--- src/rtl/led_pattern_engine.sv ---
// -----------------------------------------------------------------------------
// led_pattern_engine
//
// Purpose:
//   Board LED pattern generator. A programmable step divider advances one of
//   five patterns: bounce, rotate left, rotate right, bar fill and blink.
//   The divider and pattern can be frozen. One-cycle status pulses mark each
//   new LED value and each return to the pattern's start value.
//
// Parameters:
//   LED_WIDTH  number of LEDs (2..32)
//   DIV_WIDTH  width of the step-period counter
//
// Ports:
//   clk         system clock
//   rst         synchronous, active-high reset
//   en          1 = run, 0 = freeze divider and pattern
//   mode        pattern select, sampled only at step boundaries
//               (0 bounce, 1 rotl, 2 rotr, 3 bar, 4 blink, 5-7 -> bounce)
//   period      step interval minus one
//   led_data    LED drive, 1 = lit (registered)
//   dir         1 = current motion toward MSB (registered)
//   step_tick   pulse in the first cycle a new led_data value is visible
//   cycle_done  pulse in the first cycle led_data returns to the start value
// -----------------------------------------------------------------------------
module led_pattern_engine #(
   parameter int LED_WIDTH = 8,
   parameter int DIV_WIDTH = 24
) (
   input  logic                 clk,
   input  logic                 rst,
   input  logic                 en,
   input  logic [2:0]           mode,
   input  logic [DIV_WIDTH-1:0] period,
   output logic [LED_WIDTH-1:0] led_data,
   output logic                 dir,
   output logic                 step_tick,
   output logic                 cycle_done
);

   typedef enum logic [2:0] {
      PAT_BOUNCE = 3'd0,
      PAT_ROTL   = 3'd1,
      PAT_ROTR   = 3'd2,
      PAT_BAR    = 3'd3,
      PAT_BLINK  = 3'd4
   } pat_t;

   localparam logic [LED_WIDTH-1:0] LSB_ONE  = LED_WIDTH'(1);
   localparam logic [LED_WIDTH-1:0] MSB_ONE  = LSB_ONE << (LED_WIDTH - 1);
   localparam logic [LED_WIDTH-1:0] ALL_ONES = '1;

   function automatic logic [LED_WIDTH-1:0] start_led(input pat_t m);
      case (m)
         PAT_ROTR:  start_led = MSB_ONE;
         PAT_BAR:   start_led = '0;
         PAT_BLINK: start_led = ALL_ONES;
         default:   start_led = LSB_ONE;
      endcase
   endfunction

   // Only rotate right starts moving toward the LSB.
   function automatic logic start_dir(input pat_t m);
      start_dir = (m != PAT_ROTR);
   endfunction

   logic [DIV_WIDTH-1:0] cnt_q,  cnt_d;
   pat_t                 mode_q, mode_d;
   logic [LED_WIDTH-1:0] led_q,  led_d;
   logic                 dir_q,  dir_d;
   logic                 step_q, step_d;
   logic                 done_q, done_d;
   logic                 hit;
   pat_t                 eff;

   // State register
   always_ff @(posedge clk) begin
      if (rst) begin
         cnt_q  <= '0;
         mode_q <= PAT_BOUNCE;
         led_q  <= LSB_ONE;
         dir_q  <= 1'b1;
         step_q <= 1'b0;
         done_q <= 1'b0;
      end else begin
         cnt_q  <= cnt_d;
         mode_q <= mode_d;
         led_q  <= led_d;
         dir_q  <= dir_d;
         step_q <= step_d;
         done_q <= done_d;
      end
   end

   // Next-state logic
   always_comb begin
      // >= rather than == so lowering period below cnt steps on the next edge.
      hit    = en && (cnt_q >= period);
      eff    = (mode > 3'd4) ? PAT_BOUNCE : pat_t'(mode);
      cnt_d  = cnt_q;
      mode_d = mode_q;
      led_d  = led_q;
      dir_d  = dir_q;
      step_d = 1'b0;
      done_d = 1'b0;

      if (hit) begin
         cnt_d  = '0;
         step_d = 1'b1;
         if (eff != mode_q) begin
            // Pattern change: load the new start value; this is not a wrap.
            mode_d = eff;
            led_d  = start_led(eff);
            dir_d  = start_dir(eff);
         end else begin
            case (mode_q)
               PAT_BOUNCE: begin
                  // Endpoints are turned around, not repeated.
                  if (dir_q) begin
                     if (led_q[LED_WIDTH-1]) begin
                        led_d = MSB_ONE >> 1;
                        dir_d = 1'b0;
                     end else begin
                        led_d = led_q << 1;
                     end
                  end else begin
                     if (led_q[0]) begin
                        led_d = LSB_ONE << 1;
                        dir_d = 1'b1;
                     end else begin
                        led_d = led_q >> 1;
                     end
                  end
               end
               PAT_ROTL:  led_d = {led_q[LED_WIDTH-2:0], led_q[LED_WIDTH-1]};
               PAT_ROTR:  led_d = {led_q[0], led_q[LED_WIDTH-1:1]};
               PAT_BAR:   led_d = (&led_q) ? '0 : {led_q[LED_WIDTH-2:0], 1'b1};
               PAT_BLINK: led_d = ~led_q;
               default:   led_d = LSB_ONE;
            endcase
            done_d = (led_d == start_led(mode_q));
         end
      end else if (en) begin
         cnt_d = cnt_q + DIV_WIDTH'(1);
      end
   end

   // Outputs
   always_comb begin
      led_data   = led_q;
      dir        = dir_q;
      step_tick  = step_q;
      cycle_done = done_q;
   end

endmodule

--- config.mk ---
export PLATFORM = sky130hd
export DESIGN_NAME = led_pattern_engine
export DESIGN_NICKNAME = d
export VERILOG_FILES = /design/src/rtl/led_pattern_engine.sv
export SDC_FILE = /design/constraint.sdc
export NUM_CORES = 1
export LEC_CHECK = 0
export ABC_AREA = 1
export CORE_ASPECT_RATIO = 0.8
export CORE_UTILIZATION = 55
export DETAILED_ROUTE_END_ITERATION = 6
export GPL_TIMING_DRIVEN = 0
export PLACE_DENSITY_LB_ADDON = 0.25
export SYNTH_ARGS = -nofsm -noshare
export SYNTH_HDL_FRONTEND = slang
export SYNTH_SLANG_ARGS = --single-unit
--- constraint.sdc ---
create_clock -name clk -period 3.6 [get_ports clk]
set_clock_uncertainty 0.15 [all_clocks]
set_input_delay 0.36 -clock clk [delete_from_list [all_inputs] [get_ports clk]]
set_output_delay 0.36 -clock clk [all_outputs]
set_load 0.01 [all_outputs]
# After elaboration in Yosys (flattened, before gate mapping)
# Cells that the tools add are included.
[word_totals]
register_bits = 38
input_bits = 30
out_inout_bits = 11
[classes]
add_sub_neg = 1
order_cmp = 2
eq_ne = 10
muxes = 19
bitwise = 2
reduce_logical = 8
[ops]
columns = ["cell", "count"]
rows = [
  ["2-to-1 mux 8 bit", 8],
  ["case mux 8 bit (3 select lines)", 2],
  ["case mux 8 bit (5 select lines)", 1],
  ["adder 24 x 1 -> 24 bit (second input constant)", 1],
  [">= comparator 24 bit", 1],
  ["equality test 3 x 2 -> 1 bit (second input constant)", 4],
  ["equality test 8 bit", 1],
  ["NOT 8 bit", 1],
  ["AND reduction 8 bit", 1],
  ["2-to-1 mux 7 bit", 1],
  ["equality test 3 bit (second input constant)", 2],
  ["2-to-1 mux 1 bit", 6],
  ["AND reduction 2 bit", 2],
  ["equality test 3 x 1 -> 1 bit (second input constant)", 1],
  ["greater-than comparator 3 bit (second input constant)", 1],
  ["logical NOT 3 bit", 1],
  ["2-to-1 mux 3 bit", 1],
  ["inequality test 3 x 2 -> 1 bit (second input constant)", 1],
  ["inequality test 3 bit", 1],
  ["OR reduction 3 bit", 1],
  ["nonzero test 2 bit", 1],
  ["OR reduction 2 bit", 1],
  ["logical AND 1 bit", 1],
  ["NOT 1 bit", 1],
]

# Longest topological paths before layout
[logic_depth]
depth_word = 6
mapped_depth = 15

# Worst setup path after synthesis
# Ideal clock, no wire load.
[synth_path]
kind = "input port to flip-flop"
from = "in period[23]"
to = "reg cnt_q[16]"
t_arrival_ns = 1.641
required_ns = 3.335
slack_ns = 1.694
path_stages = 14
path_buffers = 1
path_cell_list = "inv_1 > ha_1 > nand2_1 > nor2_1 > nand2_1 > nor2_2 > nand2_1 > nor2_1 > nand2_1 > nand2_1 > nand2_2 > nand2_4 > buf_4 > nor2_1"
[synth_via]
elab_chain_len = 3
[synth_rtl]
columns = ["item", "line", "text"]
rows = [
  ["from (decl)", "34", "input logic [DIV_WIDTH-1:0] period,"],
  [">= comparator 24 bit", "98", "hit = en && (cnt_q >= period);"],
  ["logical AND 1 bit", "98", ""],
  ["OR reduction 2 bit (no line)", "--", ""],
  ["to (signal assigned)", "86", "cnt_q <= cnt_d;"],
  ["to (decl)", "67", "logic [DIV_WIDTH-1:0] cnt_q, cnt_d;"],
]
# Every way passes these cells.
# A chain may end at the register's enable or synchronous reset.

# Worst setup path after layout
[layout_path]
from = "in period[22]"
to = "reg led_q[5], in the netlist led_data[5]"
[layout_via]
elab_chain_len = 2
[layout_rtl]
columns = ["item", "line", "text"]
rows = [
  [">= comparator 24 bit", "98", ""],
  ["logical AND 1 bit", "98", ""],
  ["to (signal assigned)", "88", "led_q <= led_d;"],
  ["to (decl)", "69", "logic [LED_WIDTH-1:0] led_q, led_d;"],
]
# Every way passes these cells.

==> impl_metrics.env <==
export IMPL_outcome="finished clean"
export IMPL_yosys_area_share_adder=0.103
export IMPL_ant_nets=0
export IMPL_cts_buffers=5
export IMPL_cts_tree="yes"
export IMPL_gp_congestion=0.948
export IMPL_clockBufferDepth=2
export IMPL_fill_cells=484
export IMPL_relSlewSlack=0.719
export IMPL_first_pass_iters=4
export IMPL_design_die_area_um2=5840
export IMPL_rsz0062_at_grt="false"
export IMPL_required_ns=3.66
export IMPL_path_depth=15
export IMPL_p_per_area_nw_per_um2=226
export IMPL_yosysTopAreaCell="dfxtp_1"
export IMPL_ff_latch_area_um2=761
export IMPL_ys_ff_latch=38
export IMPL_layout_commonest_cell="nand2_1"
export IMPL_p_leak_nw=1.75
export IMPL_start_util=0.588
export IMPL_cts_root_buf="clkbuf_8"
export IMPL_power_uw=817
export IMPL_ys_types=32
export IMPL_drv_cap=0
export IMPL_antenna_found_initial=0
export IMPL_crit_type="primary input to flop"
export IMPL_ir_drop_uv=172
export IMPL_fin_crit_sh=0.688
export IMPL_ys_warn_count=0
export IMPL_cpLargestDelayFamily="simple AND/OR/NAND/NOR gates"
export IMPL_wl_per_cell_um=12.2
export IMPL_grt_pass1_vias=2729
export IMPL_worstMarginPinSlew_ns=0.421
export IMPL_area_growth_synth_to_final_pct=18.4
export IMPL_core_area_um2=5180
export IMPL_tns_ns=0
export IMPL_synth_top_cell_area_share=0.250
export IMPL_crit_slowest_cell="clkdlybuf4s50_1"
export IMPL_die_h_um=68.6
export IMPL_io_buffers=40
export IMPL_totalWireLength_um=7260
export IMPL_synth_mux_area_frac=0
export IMPL_grt_use_total=0.263
export IMPL_synth_edf_count=0
export IMPL_synth_compound_area_frac=0.0698
export IMPL_overflow=0
export IMPL_start_kind="primary input"
export IMPL_final_cell_mix="nand2_1 (144), inv_1 (71), nor2_1 (61)"
export IMPL_num_rows=23
export IMPL_reg2reg_slack_ns=1.31
export IMPL_clkTransAtPathRegs_ns=0.06
export IMPL_synthTopCellsByArea="dfxtp_1 (25%), nand2_1 (18%), ha_1 (10%), inv_1 (8.8%), nor2_1 (7.5%)"
export IMPL_synth_top_flop_cell="dfxtp_1"
export IMPL_post_cts_setup_buffer_count=0
export IMPL_grt_max_degree=11
export IMPL_cp_cell_sequence="clkdlybuf4s50_1, inv_1, ha_1, nand2_1, nor2_1, nand2_1, nor2_2, nand2_1, nor2_1, nand2_1, nand2_1, nand3_1, clkinv_2, nand2_1, o21ai_0"
export IMPL_clock_latency_ns=0.29
export IMPL_worstHoldPathType="flop to flop"
export IMPL_final_area_um2=3610
export IMPL_drc=0
export IMPL_antenna_cells=0
export IMPL_critPathBufInv=3
export IMPL_layout_drive_gt1_share=0.0807
export IMPL_syn_area_per_cell_um2=6.25
export IMPL_postCtsHoldBufs=0
export IMPL_synth_xor_area_share=0.0518
export IMPL_viasPerCell=5.29
export IMPL_synth_top_family_by_area="simple AND/OR/NAND/NOR gates"
export IMPL_r2r_start="cnt_q[19]"
export IMPL_via_count=3150
export IMPL_yosysSeqAreaShare=0.250
export IMPL_crit_start="period[22]"
export IMPL_setup_viol=0
export IMPL_post_cts_resize_count=0
export IMPL_hpwl_um=5720
export IMPL_critPathArrivalTime_ns=2.53
export IMPL_path_max_fanout=8
export IMPL_final_max_slew_viol_count=0
export IMPL_io_pins=41
export IMPL_grt_pass1_wl_um=12000
export IMPL_htreeDepth=2
export IMPL_finalCriticalPeriod_ns=2.48
export IMPL_fmax_ghz=0.404
export IMPL_layout_nets=589
export IMPL_drt_iter0_drc=251
export IMPL_clock_sinks=38
export IMPL_synth_simple_area_share=0.412
export IMPL_slowest_delay_ns=0.45
export IMPL_final_util=0.696
export IMPL_reg2reg_to="led_data[5]"
export IMPL_synthesis_nets=542
export IMPL_multi_input_area_um2=1940
export IMPL_placed_cell_area_um2=3520
export IMPL_cp_common_cell="nand2_1"
export IMPL_r2r_cells=13
export IMPL_hold_violations=0
export IMPL_async_reset_ff_frac=0
export IMPL_worstSetupEndpointType="flop"
export IMPL_synthCells=487
export IMPL_crit_path_end="led_data[5]"
export IMPL_syn_area_um2=3050
export IMPL_chipWidth_um=85.2
[flip-flops by register name (all words and copies together) (netlist names)]
register / cells
step_tick: 1
cycle_done: 1
led_data: 8
dir: 1
cnt_q: 24
mode_q: 3
[metal layers]
layer / share of wire / routed length, um / GRT usage / vias up
met2: 0.43 / 3130 / 0.426 / 113
li1: - / - / - / 1619
met1: 0.49 / 3560 / 0.355 / 1409
met5: 0 / 0 / 0 / -
met4: 0.0096 / 70 / 0.0869 / 0
met3: 0.070 / 509 / 0.0512 / 9
[worst min path at each step]
stage | from | to | cells after the start
after floorplan | cnt_q[1] | cnt_q[1] | 2
after global routing | cnt_q[10] | cnt_q[10] | 2
after CTS | cnt_q[0] | cnt_q[0] | 2
after global placement | cnt_q[0] | cnt_q[0] | 2
after detailed placement | cnt_q[0] | cnt_q[0] | 2
final | cnt_q[0] | cnt_q[0] | 2
[kinds of logic after synthesis]
group | count (synthesis)
AND/OR/NAND/NOR | 280
buffers and inverters | 85
AO/OA/AOI/OAI | 41
flip-flops | 38
adder cells (fa/ha/maj) | 25
XOR/XNOR | 18
[synth_stat cells, types with 2 or more instances]
cell type,instances
o22ai_1,4
nor2_2,6
nand2_1,144
nor3_1,9
buf_6,2
nand3_2,3
a21oi_1,12
nand2_4,2
buf_4,2
nand3_1,31
ha_1,25
buf_2,2
nand4_1,10
xor2_1,13
nand2_2,6
nor2_1,61
xnor2_1,5
dfxtp_1,38
o21ai_1,2
o21ai_0,22
inv_2,6
inv_1,71
nor2_4,2
[power by group]
| part | total [mW] | internal, mW | switching [mW] |
|---|---|---|---|
| combinational | 0.105 | 0.0521 | 0.0531 |
| sequential | 0.424 | 0.422 | 0.00180 |
| clock | 0.288 | 0.148 | 0.140 |
| total | 0.817 | 0.622 | 0.195 |
[worst register-to-register path, delay by kind of cell, from the launching register on]
| family | cells | cell delay [ns] |
|---|---|---|
| AND/OR/NAND/NOR | 10 | 1.15 |
| flip-flops | 1 | 0.35 |
| adder cells (fa/ha/maj) | 1 | 0.31 |
| buffers and inverters | 1 | 0.18 |
| AO/OA/AOI/OAI | 1 | 0.07 |
[metrics by stage]
stage,setup WS [ns],cells,hold WS (ns)
finish,1.12,595,0.351
global route,0.857,595,0.396
CTS,1.13,595,0.352
detailed placement,0.836,589,0.344
global placement,0.843,589,0.341
floorplan,1.69,487,0.321
[cell type report]
| class | instances | share of cell area |
|---|---|---|
| Buffer | 7 | 0.0146 |
| Clock buffer | 6 | 0.0229 |
| Inverter | 78 | 0.0815 |
| Multi-Input combinational cell | 364 | 0.537 |
| Sequential cell | 38 | 0.211 |
| Tap cell | 62 | 0.0215 |
| Timing Repair Buffer | 40 | 0.111 |
No activity file was read; power rests on OpenSTA's default activity.
